===== config.mk =====
export PLATFORM = sky130hd
export DESIGN_NAME = n64_poll_apb
export DESIGN_NICKNAME = d
export VERILOG_FILES = /design/src/rtl/n64_poll_apb.sv
export SDC_FILE = /design/constraint.sdc
export NUM_CORES = 1
export LEC_CHECK = 0
export BUFFER_PORTS_ARGS = -buffer_cell sky130_fd_sc_hd__clkbuf_2
export CAP_MARGIN = 20
export CORE_ASPECT_RATIO = 0.8
export CORE_MARGIN = 2
export CORE_UTILIZATION = 60
export DETAILED_ROUTE_END_ITERATION = 8
export GPL_ROUTABILITY_DRIVEN = 0
export PLACE_DENSITY = 0.93
export SYNTH_ARGS = -nofsm -noshare
export SYNTH_HDL_FRONTEND = slang
export SYNTH_SLANG_ARGS = --single-unit

===== constraint.sdc =====
create_clock -name PCLK -period 6.5 [get_ports PCLK]
set_input_delay 0.325 -clock PCLK [delete_from_list [all_inputs] [get_ports PCLK]]
set_output_delay 0.325 -clock PCLK [all_outputs]
set_load 0.02 [all_outputs]

===== src/rtl/n64_poll_apb.sv =====
// APB3 peripheral that polls an N64 controller with command 0x01 over the open-drain
// data line and latches the returned 32-bit button/joystick word for firmware.
module n64_poll_apb #(
    parameter int unsigned CYC_PER_US    = 100,
    parameter int unsigned POLL_PERIOD   = 1000000,
    parameter int unsigned RX_TIMEOUT_US = 100
) (
    input  logic        PCLK,
    input  logic        PRESERN,
    input  logic        PSEL,
    input  logic        PENABLE,
    input  logic        PWRITE,
    input  logic [31:0] PADDR,
    input  logic [31:0] PWDATA,
    output logic [31:0] PRDATA,
    output logic        PREADY,
    output logic        PSLVERR,
    input  logic        n64_in,
    output logic        n64_oe,
    output logic        poll_done
);

    localparam int unsigned BIT_CYC    = 4 * CYC_PER_US;
    localparam int unsigned SAMPLE_CYC = 2 * CYC_PER_US;
    localparam int unsigned TO_CYC     = RX_TIMEOUT_US * CYC_PER_US;
    localparam logic [7:0]  CMD        = 8'h01;

    typedef enum logic [2:0] {
        S_IDLE, S_TX_BIT, S_TX_STOP, S_RX_WAIT, S_RX_SAMPLE, S_RX_STOP, S_DONE, S_ERR
    } state_t;

    state_t      r_state;
    logic [31:0] r_timer;
    logic [31:0] r_poll_cnt;
    logic [5:0]  r_bitcnt;
    logic [31:0] r_shift;
    logic [31:0] r_data;
    logic [15:0] r_count;
    logic        r_auto;
    logic        r_valid;
    logic        r_timeout;
    logic        r_oe;
    logic        r_done;
    logic        r_seen;
    logic        r_sync1;
    logic        r_sync2;
    logic        r_prev;

    logic        w_ctrl_wr;
    logic        w_start;
    logic        w_wrap;
    logic        w_busy;
    logic        w_line;
    logic        w_fall;
    logic        w_cmd_bit;
    logic [31:0] w_hi_len;
    logic        w_unused;

    assign w_ctrl_wr = PSEL & PENABLE & PWRITE & (PADDR[7:0] == 8'h00);
    assign w_start   = w_ctrl_wr & PWDATA[1];
    assign w_wrap    = r_auto && (r_poll_cnt == POLL_PERIOD - 1);
    assign w_busy    = (r_state != S_IDLE);
    assign w_line    = r_sync2;
    assign w_fall    = r_prev & ~r_sync2;
    assign w_cmd_bit = CMD[3'd7 - r_bitcnt[2:0]];
    assign w_hi_len  = w_cmd_bit ? CYC_PER_US : 3 * CYC_PER_US;
    assign w_unused  = ^{PADDR[31:8], PWDATA[31:2]};

    assign PREADY    = 1'b1;
    assign PSLVERR   = 1'b0;
    assign n64_oe    = r_oe;
    assign poll_done = r_done;

    always_comb begin
        PRDATA = '0;
        case (PADDR[7:0])
            8'h00:   PRDATA = {31'd0, r_auto};
            8'h04:   PRDATA = {r_count, 13'd0, r_timeout, r_valid, w_busy};
            8'h08:   PRDATA = r_data;
            default: PRDATA = '0;
        endcase
    end

    always_ff @(posedge PCLK) begin
        if (!PRESERN) begin
            r_sync1 <= 1'b0;
            r_sync2 <= 1'b0;
            r_prev  <= 1'b0;
        end else begin
            r_sync1 <= n64_in;
            r_sync2 <= r_sync1;
            r_prev  <= r_sync2;
        end
    end

    always_ff @(posedge PCLK) begin
        if (!PRESERN || !r_auto || w_wrap) begin
            r_poll_cnt <= '0;
        end else begin
            r_poll_cnt <= r_poll_cnt + 32'd1;
        end
    end

    always_ff @(posedge PCLK) begin
        if (!PRESERN) begin
            r_state   <= S_IDLE;
            r_timer   <= '0;
            r_bitcnt  <= '0;
            r_shift   <= '0;
            r_data    <= '0;
            r_count   <= '0;
            r_auto    <= 1'b0;
            r_valid   <= 1'b0;
            r_timeout <= 1'b0;
            r_oe      <= 1'b0;
            r_done    <= 1'b0;
            r_seen    <= 1'b0;
        end else begin
            r_done <= 1'b0;
            if (w_ctrl_wr) r_auto <= PWDATA[0];
            case (r_state)
                S_IDLE: begin
                    if (w_start || w_wrap) begin
                        r_state  <= S_TX_BIT;
                        r_timer  <= '0;
                        r_bitcnt <= '0;
                        r_oe     <= 1'b1;
                    end
                end
                // oe is registered, so it is computed from the timer value of the next cycle
                S_TX_BIT: begin
                    if (r_timer == BIT_CYC - 1) begin
                        r_timer <= '0;
                        r_oe    <= 1'b1;
                        if (r_bitcnt == 6'd7) r_state <= S_TX_STOP;
                        else r_bitcnt <= r_bitcnt + 6'd1;
                    end else begin
                        r_timer <= r_timer + 32'd1;
                        r_oe    <= (r_timer + 32'd1 < w_hi_len);
                    end
                end
                S_TX_STOP: begin
                    if (r_timer == CYC_PER_US - 1) begin
                        r_state  <= S_RX_WAIT;
                        r_timer  <= '0;
                        r_bitcnt <= '0;
                        r_oe     <= 1'b0;
                    end else begin
                        r_timer <= r_timer + 32'd1;
                    end
                end
                S_RX_WAIT: begin
                    if (w_fall) begin
                        r_state <= S_RX_SAMPLE;
                        r_timer <= '0;
                    end else if (r_timer == TO_CYC - 1) begin
                        r_state <= S_ERR;
                        r_done  <= 1'b1;
                    end else begin
                        r_timer <= r_timer + 32'd1;
                    end
                end
                S_RX_SAMPLE: begin
                    if (r_timer == SAMPLE_CYC - 1) begin
                        r_shift <= {r_shift[30:0], w_line};
                        r_timer <= '0;
                        if (r_bitcnt == 6'd31) begin
                            r_state <= S_RX_STOP;
                            r_seen  <= 1'b0;
                        end else begin
                            r_bitcnt <= r_bitcnt + 6'd1;
                            r_state  <= S_RX_WAIT;
                        end
                    end else begin
                        r_timer <= r_timer + 32'd1;
                    end
                end
                S_RX_STOP: begin
                    if ((r_seen && w_line) || (r_timer == BIT_CYC - 1)) begin
                        r_state <= S_DONE;
                        r_done  <= 1'b1;
                    end else begin
                        r_timer <= r_timer + 32'd1;
                        if (w_fall) r_seen <= 1'b1;
                    end
                end
                S_DONE: begin
                    r_data    <= r_shift;
                    r_valid   <= 1'b1;
                    r_timeout <= 1'b0;
                    r_count   <= r_count + 16'd1;
                    r_state   <= S_IDLE;
                end
                S_ERR: begin
                    r_valid   <= 1'b0;
                    r_timeout <= 1'b1;
                    r_state   <= S_IDLE;
                end
                default: r_state <= S_IDLE;
            endcase
        end
    end

endmodule


# Yosys cells after proc, flatten, opt, wreduce, memory -nomap -nowiden

Memory sizes are Yosys's and may differ from the RTL's.
Cells that the tools add are included.

$add $sub $neg: 5
$mul: 0
Div/mod/pow operators: 0
Order comparisons: 2
Equality and inequality tests: 29
Shifts and indexed selects: 0
Mux-type cells: 43
Bitwise operators: 6
Reduce and logical (&&, ||, !) cells: 23

Operators by type and width:

| cell                  | number |
|---|---|
| $mux 32               | 7 |
| $pmux 32 s6           | 1 |
| $pmux 32 s3           | 1 |
| $add 32x1->32 const B | 2 |
| $mux 6                | 6 |
| $eq 32x14->1 const B  | 1 |
| $eq 32x20->1 const B  | 1 |
| $eq 32x7->1 const B   | 1 |
| $eq 32x8->1 const B   | 1 |
| $eq 32x9->1 const B   | 1 |
| $lt 32x9->1           | 1 |
| $mux 3                | 9 |
| $pmux 6 s4            | 1 |
| $ne 2x2->1 const B    | 11 |
| $pmux 3 s7            | 1 |
| $add 16x1->16 const B | 1 |
| $reduce_and 7->1      | 2 |
| $eq 3x3->1 const B    | 4 |
| $mux 1                | 11 |
| $mux 9                | 1 |
| $eq 8x3->1 const B    | 1 |
| $eq 8x4->1 const B    | 1 |
| $logic_not 8->1       | 1 |
| $pmux 1 s2            | 4 |
| 24 further kinds      | 37 |

Register bits after elaboration: 162
Bits in latches: 0
Bits in writable memories: 0
ROM bits: 8
Bits of input ports: 70
Output and inout bits: 36
Logic and storage cells: 125
Memories: 1

Memories:

| memory          | words | bits a word | read ports | clocked after memory_dff | write ports | line | source |
|---|---|---|---|---|---|---|---|
| (no name shown) | 8     | 1           | 1          | 0                        | 0           | 65   | `assign w_cmd_bit = CMD[3'd7 - r_bitcnt[2:0]];` |

# Depth between registers and ports, before layout

Gate-level depths: netlist of the first run.

Depth after elaboration: 7
Mapped depth: 12
Mapped depth without buffers: 11

# Worst setup path after synthesis of the first run

OpenSTA, ideal clock, no wires.

Path type: register -> register
From: reg r_timer[0]
To: reg r_bitcnt[5]
Setup time: 134 ps
Arrival: 2455 ps
Data required time: 6366 ps
Slack: 3912 ps
Cell stages (with the launch flop): 10
Path buffers: 1
Period minus slack after synthesis: 2588 ps
Cell sequence: dfxtp_1 > ha_1 > buf_2 > nor3b_1 > nand4_1 > a2111oi_4 > o22ai_2 > or4_1 > xor2_1 > nor2_2

Longest elaborated chain between the ends: 3
Elaborated cells between the ends (all ways): 7
Those cells by class: eq/ne (6); reduce/logical (1)

Ends and longest elaborated chain:

| what                                  | line | source |
|---|---|---|
| start, declared                       | 33   | `logic [31:0] r_timer;` |
| start signal, assigned                | 138  | `r_timer <= r_timer + 32'd1;` |
| start signal, assigned                | 149  | `r_timer <= r_timer + 32'd1;` |
| start signal, assigned                | 160  | `r_timer <= r_timer + 32'd1;` |
| $eq 32x8->1 (tied with other cells)   | 164  | `if (r_timer == SAMPLE_CYC - 1) begin` |
| $ne 2x2->1 (no source line)           | n/a  |  |
| $reduce_and 7->1 (no source line) (*) | n/a  |  |
| end signal, assigned                  | 136  | `else r_bitcnt <= r_bitcnt + 6'd1;` |
| end signal, assigned                  | 171  | `r_bitcnt <= r_bitcnt + 6'd1;` |
| end, declared                         | 35   | `logic [5:0] r_bitcnt;` |

Every way passes the cells marked *; elsewhere a longest branch is shown, timed or not.
A chain may end at the register's enable or synchronous reset.

# Final worst setup path of the first run

From: reg r_timer[1]
To: reg r_timer[29]

Longest elaborated chain between the ends: 4
Elaborated cells between the ends (all ways): 16
Those cells by class: add/sub (1); eq/ne (6); mux (7); reduce/logical (2)

Ends and longest elaborated chain:

| what                                            | line |
|---|---|
| $add 32x1->32 or $eq 32x9->1 (tied branches)    | n/a |
| $mux 32 or $logic_or 1x1->1 (tied branches)     | 156, 179 |
| $mux 32 or $ne 2x2->1 (tied branches)           | n/a |
| $pmux 32 s6 or $reduce_and 4->1 (tied branches) | n/a |

Several ways; a longest one is shown, not always the timed one. The select of a mux whose other input is x is not followed.

==> impl_metrics.sql, run 1 <==
INSERT INTO impl_metrics (metric_group, metric, value, unit) VALUES
('critical_path', 'critical_path.max_stage_delay', '0.76', 'ns'),
('critical_path', 'crit_path_end_kind', 'flip-flop', ''),
('route', 'route.antenna.remaining_nets', '0', ''),
('clock_tree', 'clk_root_buffer_cell', 'sky130_fd_sc_hd__clkbuf_16', ''),
('floorplan', 'io-pin-count', '106', ''),
('critical_path', 'critPathMaxFanout', '19', ''),
('global_routing', 'largest_net_degree_at_the_start_of_global_routing', '109', ''),
('route', 'route.detailed.vias_per_inst', '6.327', ''),
('sta', 'hold_viol', '0', ''),
('synth', 'synthesis.area', '0.008139', 'mm²'),
('critical_path', 'cpMaxStageDelayCell', 'sky130_fd_sc_hd__o21ai_2', ''),
('clock_tree', 'worstSkewPairLatency', '0.44', 'ns'),
('clock_tree', 'postCtsSetupBuffers', '0', ''),
('final_layout', 'multiInputGateArea', '0.004552', 'mm²'),
('sta', 'max_clock_freq', '274.0', 'MHz'),
('final_layout', 'area_growth_syn_to_layout', '10.50', '%'),
('floorplan', 'core-area', '0.01341', 'mm²'),
('status', 'run_status', 'completed', ''),
('critical_path', 'path_class', 'reg2reg', ''),
('synth', 'synth_seq_area_share', '39.85', '%'),
('critical_path', 'timing.critical_path.max_delay_family', 'compound AO/OA/AOI/OAI gates', ''),
('critical_path', 'crit_buf_inv', '0', ''),
('synth', 'yosys.cell_count.top_type', 'sky130_fd_sc_hd__nand2_1', ''),
('critical_path', 'worst_ep_arrival_time', '3.97', 'ns'),
('placed_design', 'dp.final_hpwl', '12.77', 'mm'),
('final_layout', 'layout-drive-gt1-share', '11.11', '%'),
('route', 'route.detailed.drc', '0', ''),
('sta', 'hold_ws', '0.09667', 'ns'),
('synth', 'netlist.area_leader.share', '39.85', '%'),
('synth', 'synth_nets', '1121', ''),
('sta', 'max_slew.worst_pin.slew', '1.108', 'ns'),
('hold_path', 'min_path_type', 'in2reg', ''),
('sta', 'slew_headroom', '26.10', '%'),
('final_layout', 'insertedDiodeCount', '0', ''),
('job', 'maxCapViolations', '0', ''),
('floorplan', 'die_w', '134.2', 'µm'),
('global_routing', 'antenna_violations_before_repair', '0', ''),
('clock_tree', 'clk_path_buf_depth', '2', ''),
('clock_tree', 'cts.sink_count', '162', ''),
('synth', 'post_synthesis_sequential_element_count', '162', ''),
('route', 'avgRoutedWirePerCell', '16.64', 'µm'),
('route', 'drt_first_pass_iters', '6', ''),
('route', 'drt_iter0_drc', '1050', ''),
('final_layout', 'register_area', '0.003243', 'mm²'),
('sta', 'timing.final.setup_violations', '0', ''),
('global_routing', 'grt.total_usage', '28.19', '%'),
('sta', 'final.setup.tns', '0', 'ns'),
('synth', 'synth_enable_flop_cells', '0', ''),
('final_layout', 'fillerInstances', '1020', ''),
('synth', 'yosysWarnings', '0', ''),
('floorplan', 'dieArea', '0.01452', 'mm²'),
('synth', 'synthDistinctLibCells', '70', ''),
('route', 'route.final.wire_length', '20.67', 'mm'),
('route', 'routed.top_layer', 'met4', ''),
('synth', 'synth.avg_cell_area', '7.804', 'µm²'),
('synth', 'synth_top_area_cell', 'sky130_fd_sc_hd__dfxtp_1', ''),
('clock_tree', 'clk_transition_reported_paths', '0.06', 'ns'),
('sta', 'finalClockSkew', '0.01032', 'ns'),
('global_routing', 'grt_pass1_vias', '6991', ''),
('global_routing', 'grt_overflow', '0', ''),
('route', 'wl_met1', '8.851', 'mm'),
('synth', 'synth_top_cells_by_area', 'sky130_fd_sc_hd__dfxtp_1, sky130_fd_sc_hd__nand2_1, sky130_fd_sc_hd__a21oi_1', ''),
('sta', 'period_share', '56.16', '%'),
('route', 'via_count', '7858', ''),
('route', 'route.met3.wl', '1.611', 'mm'),
('floorplan', 'fp.dieH', '108.2', 'µm'),
('power', 'p_leak', '3.012', 'nW'),
('clock_tree', 'hold_buffers', '0', ''),
('critical_path', 'crit_chain', 'ha_1 -> nor3b_1 -> nand4_1 -> a2111oi_4 -> o22ai_2 -> o21ai_2 -> nor2_1 -> a221o_1', ''),
('floorplan', 'row_count', '38', ''),
('synth', 'ys_top_cells_by_count', 'sky130_fd_sc_hd__nand2_1, sky130_fd_sc_hd__dfxtp_1, sky130_fd_sc_hd__nor2_1', '');
## path summary, 6_finish.rpt
check,slack (ns),to,depth (start not counted),start
hold reg to reg,0.45,r_poll_cnt[0],1,r_poll_cnt[0]
setup reg to reg,2.85,r_timer[29],8,r_timer[1]
setup / recovery,2.85,r_timer[29],8,r_timer[1]
hold / removal,0.1,r_sync1,2,n64_in
## registers in the layout, summed over array words and instances (netlist names), 3 cells and up
name        flops
r_timer        32
r_shift        32
r_bitcnt        6
r_poll_cnt     32
r_data         32
r_count        16
r_state         3
## layout make-up
cell class	count	area share (%)
inverters	14	0.5982
repair buffers	59	3.742
clock buffers	17	4.730
clock inverters	15	1.753
flip-flops and latches	162	36.06
well taps	180	2.504
multi-input cells	795	50.61
## metal layers
metal  vias to the layer above  track usage (%)
li1                       3670                -
met1                      3681            37.19
met2                       437            44.50
met3                        70            6.423
met4                         0            12.41
met5                         -                0
## logic make-up (layout without fill, tap and decap cells)
| group | Yosys count | in the layout | synth area share, % |
|---|---|---|---|
| and+or+nand+nor | 515 | 515 | 30.90 |
| AOI/OAI and AO/OA | 203 | 203 | 16.16 |
| DFF | 162 | 162 | 39.85 |
| buffers and inverters | 86 | 105 | 4.458 |
| xor gates and xnor gates | 60 | 60 | 6.457 |
| adders and majority gates | 8 | 8 | 1.230 |
| muxes | 7 | 7 | 0.8609 |
| other | 2 | 2 | 0.09227 |
## placed cells by master (no fill, tap or decap), types with 4 or more instances in the layout
cell type / netlist / layout
sky130_fd_sc_hd__clkinv_2: 0 / 5
sky130_fd_sc_hd__nor2_1: 99 / 98
sky130_fd_sc_hd__or4_1: 4 / 4
sky130_fd_sc_hd__nor4_2: 4 / 5
sky130_fd_sc_hd__nor4_1: 18 / 17
sky130_fd_sc_hd__nor2b_1: 4 / 4
sky130_fd_sc_hd__inv_1: 13 / 13
sky130_fd_sc_hd__clkbuf_2: 0 / 49
sky130_fd_sc_hd__clkbuf_16: 0 / 17
sky130_fd_sc_hd__or3_1: 18 / 18
sky130_fd_sc_hd__and4_1: 4 / 4
sky130_fd_sc_hd__a22oi_1: 4 / 4
sky130_fd_sc_hd__ha_1: 8 / 8
sky130_fd_sc_hd__nand2_1: 194 / 194
sky130_fd_sc_hd__nor3_1: 24 / 24
sky130_fd_sc_hd__xor2_1: 31 / 31
sky130_fd_sc_hd__dfxtp_1: 162 / 162
sky130_fd_sc_hd__and2_1: 28 / 28
sky130_fd_sc_hd__buf_4: 2 / 6
sky130_fd_sc_hd__nand4_1: 32 / 32
sky130_fd_sc_hd__a21oi_1: 87 / 87
sky130_fd_sc_hd__o21a_1: 8 / 8
sky130_fd_sc_hd__a22o_1: 19 / 19
sky130_fd_sc_hd__xnor2_1: 29 / 29
sky130_fd_sc_hd__a31oi_1: 18 / 18
sky130_fd_sc_hd__a21boi_0: 4 / 4
sky130_fd_sc_hd__and3_1: 13 / 13
sky130_fd_sc_hd__mux2i_1: 7 / 7
sky130_fd_sc_hd__nand4b_1: 4 / 4
sky130_fd_sc_hd__o21ai_0: 26 / 26
sky130_fd_sc_hd__nand3_1: 44 / 44
sky130_fd_sc_hd__or2_2: 4 / 4
## metrics by stage
step | std cells | setup slack (ns) | power [mW] | cell area, µm²
floorplan | 1043 | 3.912 | 1.167 | 8139
global placement | 1206 | 3.077 | 1.207 | 8364
detailed placement | 1209 | 2.940 | 1.214 | 8399
CTS | 1241 | 2.908 | 2.194 | 8982
global route | 1242 | 2.681 | 2.257 | 8994
finish | 1242 | 2.850 | 2.198 | 8994
## power breakdown
part	internal [mW]	switching, mW	total [mW]
registers	1.00	0.0204	1.02
clock network	0.569	0.430	0.999
logic	0.0500	0.126	0.176
(Power assumes the default switching activity.)
==> run 2: changes to the inputs <==
- ABC_AREA: not set -> 1
- CORE_UTILIZATION: 60 -> 53
- PLACE_DENSITY: 0.93 -> 0.88
- clock period: 6.5 -> 3.3 ns (I/O delays scaled with it)
==> run 2 against run 1 <==
Die area grew 20%. Clock power grew 100%. First-iteration DRC count shrank 12%. Hold slack gained 0.097 ns. Largest power group unchanged.
==> impl_metrics.sql, run 2 <==
INSERT INTO impl_metrics (metric_group, metric, value, unit) VALUES
('status', 'run_status', 'completed', ''),
('placed_design', 'dp.final_hpwl', '14.18', 'mm'),
('critical_path', 'worst_path_most_repeated_cell', 'sky130_fd_sc_hd__nand2_1', ''),
('global_routing', 'grt_pass1_vias', '7880', ''),
('final_layout', 'layout.core_utilization', '60.89', '%'),
('global_routing', 'grt_first_pass_wirelength', '36.60', 'mm'),
('hold_path', 'hold_depth', '5', ''),
('global_routing', 'met3_usage', '4.633', '%'),
('sta', 'hold_viol', '0', ''),
('route', 'route.antenna.remaining_nets', '0', ''),
('synth', 'netlist.area_leader.share', '37.28', '%'),
('job', 'maxCapViolations', '0', ''),
('critical_path', 'cp.required', '3.60', 'ns'),
('critical_path', 'crit_chain', 'ha_1 -> nand3_2 -> nor4_1 -> nand3_2 -> nand2_1 -> nand2_1 -> nor2_2 -> nand2_1 -> nand3b_1 -> a21oi_1', ''),
('synth', 'synth_cells', '1332', ''),
('critical_path', 'worst_r2r_path_depth', '10', ''),
('synth', 'yosysWarnings', '0', ''),
('synth', 'ys_top_cells_by_count', 'sky130_fd_sc_hd__nand2_1, sky130_fd_sc_hd__nor2_1, sky130_fd_sc_hd__dfxtp_1', ''),
('clock_tree', 'clk_path_buf_depth', '2', ''),
('sta', 'min_period', '2.693', 'ns'),
('final_layout', 'finish.instance_area', '0.009683', 'mm²'),
('synth', 'asyncSetResetFlopFracSynth', '0', '%'),
('final_layout', 'leading_cell_type_in_the_layout_fill_and_taps_excluded', 'sky130_fd_sc_hd__nand2_1', ''),
('sta', 'slew_headroom', '31.56', '%'),
('final_layout', 'design.final.nets', '1438', ''),
('floorplan', 'die_w', '147.2', 'µm'),
('synth', 'synthDistinctLibCells', '41', ''),
('critical_path', 'crit_buf_inv', '0', ''),
('clock_tree', 'htree_levels', '4', ''),
('sta', 'period_share', '81.60', '%'),
('critical_path', 'critPathMaxFanout', '22', ''),
('floorplan', 'core-area', '0.01590', 'mm²'),
('critical_path', 'timing.critical_path.max_delay_family', 'simple AND/OR/NAND/NOR gates', ''),
('route', 'drt_iter0_drc', '920', ''),
('global_routing', 'groute.layer.met2.usage', '39.60', '%'),
('global_routing', 'largest_net_degree_at_the_start_of_global_routing', '69', ''),
('global_routing', 'grt.total_usage', '24.95', '%'),
('route', 'route.final.wire_length', '21.19', 'mm'),
('critical_path', 'cpMaxStageDelayCell', 'sky130_fd_sc_hd__nand2_1', ''),
('synth', 'synth_enable_flop_cells', '0', ''),
('synth', 'synth_top_cells_by_area', 'sky130_fd_sc_hd__dfxtp_1, sky130_fd_sc_hd__nand2_1, sky130_fd_sc_hd__nor2_1', ''),
('floorplan', 'start_util', '54.70', '%'),
('route', 'avgRoutedWirePerCell', '13.35', 'µm'),
('synth', 'synth_nets', '1410', ''),
('critical_path', 'cp-start-kind', 'flip-flop', ''),
('power', 'p_leak', '3.857', 'nW'),
('synth', 'synth_ff_type', 'sky130_fd_sc_hd__dfxtp_1', ''),
('sta', 'worst_slack', '0.6072', 'ns'),
('route', 'via_count', '8784', ''),
('critical_path', 'worst_ep_arrival_time', '2.99', 'ns'),
('sta', 'max_slew.worst_pin.slew', '1.026', 'ns'),
('clock_tree', 'cts_buffer_count', '17', ''),
('sta', 'rsz0062_at_grt', 'no', ''),
('final_layout', 'layout_common_cells', 'sky130_fd_sc_hd__nand2_1, sky130_fd_sc_hd__nor2_1, sky130_fd_sc_hd__dfxtp_1, sky130_fd_sc_hd__inv_1, sky130_fd_sc_hd__o21ai_0', ''),
('placed_design', 'buffer_ports.inserted', '49', ''),
('global_routing', 'antenna_violations_before_repair', '0', ''),
('critical_path', 'crit_path_end_kind', 'flip-flop', ''),
('clock_tree', 'cts.sink_count', '162', ''),
('final_layout', 'insertedDiodeCount', '0', ''),
('global_routing', 'gr-max-usage-layer', 'met2', ''),
('synth', 'synth_seq_area_share', '37.28', '%'),
('global_routing', 'grt_overflow', '0', ''),
('clock_tree', 'tritoncts', 'yes', ''),
('power', 'p_per_area', '525.5', 'mW/mm²'),
('critical_path', 'path_class', 'reg2reg', ''),
('synth', 'synth_top_area_cell', 'sky130_fd_sc_hd__dfxtp_1', ''),
('sta', 'slew_viol_final', '0', ''),
('sta', 'timing.final.setup_violations', '0', ''),
('route', 'route.detailed.drc', '0', ''),
('route', 'route.detailed.vias_per_inst', '5.531', ''),
('critical_path', 'reg2reg_setup_slack', '0.61', 'ns'),
('floorplan', 'row_count', '41', ''),
('final_layout', 'area_growth_syn_to_layout', '11.30', '%'),
('critical_path', 'startpoint_of_the_most_critical_register_to_register_path', 'r_timer[0]', ''),
('global_routing', 'grt.met1_usage', '34.25', '%'),
('floorplan', 'io-pin-count', '106', ''),
('floorplan', 'fp.dieH', '118.6', 'µm'),
('final_layout', 'layout-drive-gt1-share', '9.468', '%'),
('hold_path', 'min_to', 'r_auto', ''),
('hold_path', 'min_path_type', 'in2reg', ''),
('placed_design', 'placedInstanceArea', '0.009046', 'mm²'),
('clock_tree', 'worstSkewPairLatency', '0.44', 'ns'),
('placed_design', 'preCtsSetupSlack', '0.6330', 'ns'),
('synth', 'synthesis.area', '0.008700', 'mm²'),
('sta', 'finalClockSkew', '0.01045', 'ns'),
('hold_path', 'hold_path.startpoint', 'PENABLE', ''),
('synth', 'yosys.cell_count.top_type', 'sky130_fd_sc_hd__nand2_1', ''),
('clock_tree', 'clk_transition_reported_paths', '0.06', 'ns'),
('final_layout', 'fillerInstances', '1397', ''),
('clock_tree', 'clk_root_buffer_cell', 'sky130_fd_sc_hd__clkbuf_16', ''),
('power', 'max-vdd-ir-drop', '0.0005229', 'V'),
('critical_path', 'critical_path.max_stage_delay', '0.48', 'ns'),
('route', 'drt_first_pass_iters', '6', ''),
('floorplan', 'dieArea', '0.01746', 'mm²'),
('sta', 'final.setup.tns', '0', 'ns'),
('critical_path', 'timing.rr.end', 'r_timer[28]', ''),
('synth', 'synth.avg_cell_area', '6.531', 'µm²'),
('synth', 'post_synthesis_sequential_element_count', '162', ''),
('sta', 'max_clock_freq', '371.4', 'MHz'),
('clock_tree', 'postCtsSetupBuffers', '0', '');
==> run 2: changes by cell type in the layout (fill, tap and decap cells not counted), moves of 8 or more <==
cell                      previous run  this run
sky130_fd_sc_hd__a21oi_1            87        95
sky130_fd_sc_hd__a22o_1             19         0
sky130_fd_sc_hd__a31oi_1            18         2
sky130_fd_sc_hd__and2_1             28         2
sky130_fd_sc_hd__and3_1             13         1
sky130_fd_sc_hd__inv_1              13       157
sky130_fd_sc_hd__nand2_1           194       276
sky130_fd_sc_hd__nand3_1            44        84
sky130_fd_sc_hd__nor2_1             98       213
sky130_fd_sc_hd__o21ai_0            26       106
sky130_fd_sc_hd__o22ai_1             2        14
sky130_fd_sc_hd__or3_1              18         0
sky130_fd_sc_hd__xnor2_1            29         3
sky130_fd_sc_hd__xor2_1             31        13
==> run 2: power breakdown <==
part           leakage (nW)  switching (mW)  total (mW)  internal, mW
logic                  2.26           0.713       0.946         0.233
registers              1.31          0.0704        2.10          2.03
clock network         0.294           0.874        2.04          1.16
total                  3.86            1.66        5.09          3.43
==> run 2: cells by family (layout without fill, tap and decap cells) <==
family	count (synthesis)	count (layout)	synth area share (%)
and+or+nand+nor	700	700	36.04
AOI/OAI and AO/OA	231	231	14.04
buffers and inverters	213	254	9.794
DFF	162	162	37.28
xor gates and xnor gates	16	16	1.611
adders and majority gates	8	8	1.151
other	2	2	0.08633
==> run 2: what timing repair did <==
item,in CTS,in global routing
resized for setup,0,0
endpoints found under the hold margin,2,0
hold buffers,2,0
==> run 2: worst max path at each step <==
stage / startpoint / end / cells after the start
2_1_floorplan: r_timer[0] / n64_oe / 14
3_3_place_gp: r_timer[0] / r_timer[28] / 10
3_5_place_dp: r_timer[0] / r_timer[29] / 10
4_1_cts: r_timer[0] / r_timer[29] / 10
5_1_grt: r_timer[0] / r_timer[26] / 10
6_report: r_timer[0] / r_timer[28] / 10
==> run 2: metal layers <==
metal,wire length (µm),part of all wire [%]
met3,1711,8.1
met2,9489,45
met1,9606,45
met5,0,0
met4,386,1.8
==> run 2: layout make-up <==
class	count	area (µm²)	area share, %
Inverter	160	601.8	6.215
Timing Repair Buffer	62	347.8	3.592
Multi-Input combinational cell	957	4604	47.55
Clock buffer	19	442.9	4.574
Tap cell	215	269.0	2.778
Clock inverter	13	173.9	1.796
Sequential cell	162	3243	33.49
==> run 2: through the flow <==
step	hold slack, ns	power [mW]	instances
final	0.1932	5.089	1588
after floorplan	0.2626	2.907	1332
after detailed placement	0.3556	3.071	1554
after CTS	0.1874	5.103	1588
after global placement	0.3553	3.043	1554
after global routing	0.2862	5.322	1588
==> run 2: worst min-delay path, cell delays in order <==
cell and delay, ns:
sky130_fd_sc_hd__clkbuf_2 0.07, sky130_fd_sc_hd__and3_1 0.13, sky130_fd_sc_hd__nand2_1 0.07, sky130_fd_sc_hd__o21ai_0 0.08, sky130_fd_sc_hd__nor2_1 0.08
==> run 3: changes to the inputs <==
- clock period: 3.3 -> 2.4 ns (I/O delays scaled with it)
==> run 3 against run 2 <==
Combinational power up 49%. First-iteration DRC count up 2.3%. Largest cell class unchanged. Flip-flop and latch count unchanged. Sequential power up 38%. Power up 38%.
==> impl_metrics.sql, run 3 (synthesis gave the netlist of run 2 again) <==
INSERT INTO impl_metrics (metric_group, metric, value, unit) VALUES
('hold_path', 'min_path_type', 'in2reg', ''),
('power', 'p_per_area', '712.4', 'mW/mm²'),
('status', 'run_status', 'completed', ''),
('power', 'max-vdd-ir-drop', '0.0005555', 'V'),
('floorplan', 'start_util', '54.70', '%'),
('global_routing', 'grt_first_pass_wirelength', '37.17', 'mm'),
('critical_path', 'cp.required', '2.73', 'ns'),
('power', 'p_leak', '3.957', 'nW'),
('route', 'route.antenna.remaining_nets', '0', ''),
('clock_tree', 'clk_root_buffer_cell', 'sky130_fd_sc_hd__clkbuf_16', ''),
('sta', 'timing.final.setup_violations', '0', ''),
('final_layout', 'layout-drive-gt1-share', '11.68', '%'),
('final_layout', 'design.final.nets', '1452', ''),
('global_routing', 'grt_pass1_vias', '8075', ''),
('sta', 'period_share', '94.84', '%'),
('placed_design', 'buffer_ports.inserted', '49', ''),
('sta', 'max_slew.worst_pin.slew', '0.7047', 'ns'),
('route', 'avgRoutedWirePerCell', '13.65', 'µm'),
('hold_path', 'hold_depth', '5', ''),
('route', 'via_count', '8881', ''),
('critical_path', 'cp-start-kind', 'flip-flop', ''),
('global_routing', 'grt_overflow', '0', ''),
('critical_path', 'worst_r2r_path_depth', '10', ''),
('sta', 'final.setup.tns', '0', 'ns'),
('final_layout', 'multiInputGateArea', '0.004678', 'mm²'),
('final_layout', 'layout_common_cells', 'sky130_fd_sc_hd__nand2_1, sky130_fd_sc_hd__nor2_1, sky130_fd_sc_hd__dfxtp_1, sky130_fd_sc_hd__inv_1, sky130_fd_sc_hd__o21ai_0', ''),
('route', 'drt_iter0_drc', '941', ''),
('sta', 'slew_viol_final', '0', ''),
('sta', 'max_clock_freq', '439.3', 'MHz'),
('sta', 'slew_headroom', '53.02', '%'),
('route', 'drt_first_pass_iters', '5', ''),
('sta', 'finalClockSkew', '0.01702', 'ns'),
('clock_tree', 'cts_buffer_count', '17', ''),
('final_layout', 'leading_cell_type_in_the_layout_fill_and_taps_excluded', 'sky130_fd_sc_hd__nand2_1', ''),
('critical_path', 'critPathMaxFanout', '4', ''),
('route', 'route.detailed.vias_per_inst', '5.544', ''),
('hold_path', 'min_to', 'r_auto', ''),
('sta', 'hold_viol', '0', ''),
('clock_tree', 'tritoncts', 'yes', ''),
('final_layout', 'insertedDiodeCount', '0', ''),
('global_routing', 'grt.total_usage', '25.25', '%'),
('clock_tree', 'htree_levels', '4', ''),
('placed_design', 'dp.final_hpwl', '14.89', 'mm'),
('global_routing', 'largest_net_degree_at_the_start_of_global_routing', '41', ''),
('critical_path', 'path_class', 'reg2reg', ''),
('route', 'route.final.wire_length', '21.87', 'mm'),
('final_layout', 'area_growth_syn_to_layout', '13.65', '%'),
('clock_tree', 'worstSkewPairLatency', '0.44', 'ns'),
('route', 'route.detailed.drc', '0', ''),
('floorplan', 'row_count', '41', ''),
('critical_path', 'timing.rr.end', 'r_poll_cnt[27]', ''),
('critical_path', 'startpoint_of_the_most_critical_register_to_register_path', 'r_poll_cnt[3]', ''),
('floorplan', 'fp.dieH', '118.6', 'µm'),
('floorplan', 'dieArea', '0.01746', 'mm²'),
('clock_tree', 'clk_transition_reported_paths', '0.07', 'ns'),
('floorplan', 'die_w', '147.2', 'µm'),
('critical_path', 'reg2reg_setup_slack', '0.12', 'ns'),
('hold_path', 'hold_path.startpoint', 'PENABLE', ''),
('placed_design', 'placedInstanceArea', '0.009154', 'mm²'),
('floorplan', 'core-area', '0.01590', 'mm²'),
('critical_path', 'critical_path.max_stage_delay', '0.37', 'ns'),
('job', 'maxCapViolations', '0', ''),
('critical_path', 'crit_path_end_kind', 'flip-flop', ''),
('critical_path', 'crit_chain', 'nand2_1 -> nor2_1 -> nand3_1 -> nor2_1 -> nand2_1 -> nor3_4 -> nand3_2 -> nor3_1 -> a21oi_1 -> o21a_1', ''),
('final_layout', 'fillerInstances', '1375', ''),
('global_routing', 'antenna_violations_before_repair', '0', ''),
('floorplan', 'io-pin-count', '106', ''),
('sta', 'min_period', '2.276', 'ns'),
('final_layout', 'register_area', '0.003249', 'mm²'),
('critical_path', 'cpMaxStageDelayCell', 'sky130_fd_sc_hd__dfxtp_1', ''),
('sta', 'rsz0062_at_grt', 'yes', ''),
('final_layout', 'finish.instance_area', '0.009887', 'mm²'),
('clock_tree', 'clk_path_buf_depth', '2', ''),
('critical_path', 'worst_ep_arrival_time', '2.60', 'ns'),
('clock_tree', 'cts.sink_count', '162', '');
==> run 3: metrics by stage <==
step | total power [mW] | std cells | setup WS (ns) | hold slack (ns) | utilization [%]
final | 7.044 | 1602 | 0.1239 | 0.1916 | 62.17
after global routing | 7.350 | 1602 | -0.04720 | 0.2212 | 62.17
after CTS | 6.975 | 1599 | 0.04172 | 0.1849 | 61.53
after detailed placement | 4.282 | 1565 | 0.02850 | 0.3100 | 57.56
after global placement | 4.231 | 1565 | 0.07338 | 0.3098 | 57.56
after floorplan | 3.997 | 1332 | 0.3702 | 0.2176 | -
==> run 3: repair_timing <==
| item | 4_1_cts | 5_1_grt |
|---|---|---|
| gates resized for setup | 1 | 23 |
| endpoints found under the setup margin | 1 | 65 |
| pin swaps | 0 | 3 |
| hold endpoints to repair | 2 | 0 |
| buffers inserted | 0 | 3 |
| hold buffers | 2 | 0 |
==> run 3: layout make-up <==
type	count	share of cell area, %
multi-input combinational	957	47.32
sequential	162	32.87
inverter	160	6.100
timing repair buffer	76	4.834
clock buffer	17	4.303
tap	215	2.721
clock inverter	15	1.860
==> run 3: worst max-delay path by stage <==
stage	from	cells after the start	endpoint	slack, ns
after floorplan	r_timer[0]	14	n64_oe	0.37
after global placement	r_timer[0]	14	n64_oe	0.07
after detailed placement	r_timer[0]	14	n64_oe	0.03
after CTS	r_timer[0]	14	n64_oe	0.04
after global routing	r_timer[1]	15	n64_oe	-0.05
final	r_poll_cnt[3]	10	r_poll_cnt[27]	0.12
==> run 3: routing by layer <==
layer | track usage (%) | wire [µm] | share of wire (%) | vias to the layer above
li1 | - | - | - | 4423
met2 | 40.63 | 10050 | 46 | 416
met4 | 6.310 | 236 | 1.1 | 0
met5 | 0 | 0 | 0 | -
met3 | 5.714 | 2030 | 9.3 | 28
met1 | 34.40 | 9556 | 44 | 4014
==> run 3: critical path, delay by kind of cell, from the launching register on <==
family,cells,cell delay (ns)
simple gates,8,1.56
flops,1,0.37
compound gates,2,0.24
==> run 3: where the power goes <==
part	internal, mW	switching, mW	total, mW	leakage [nW]
Clock	1.42	1.32	2.73	0.295
Combinational	0.383	1.03	1.41	2.35
Sequential	2.80	0.0993	2.90	1.31
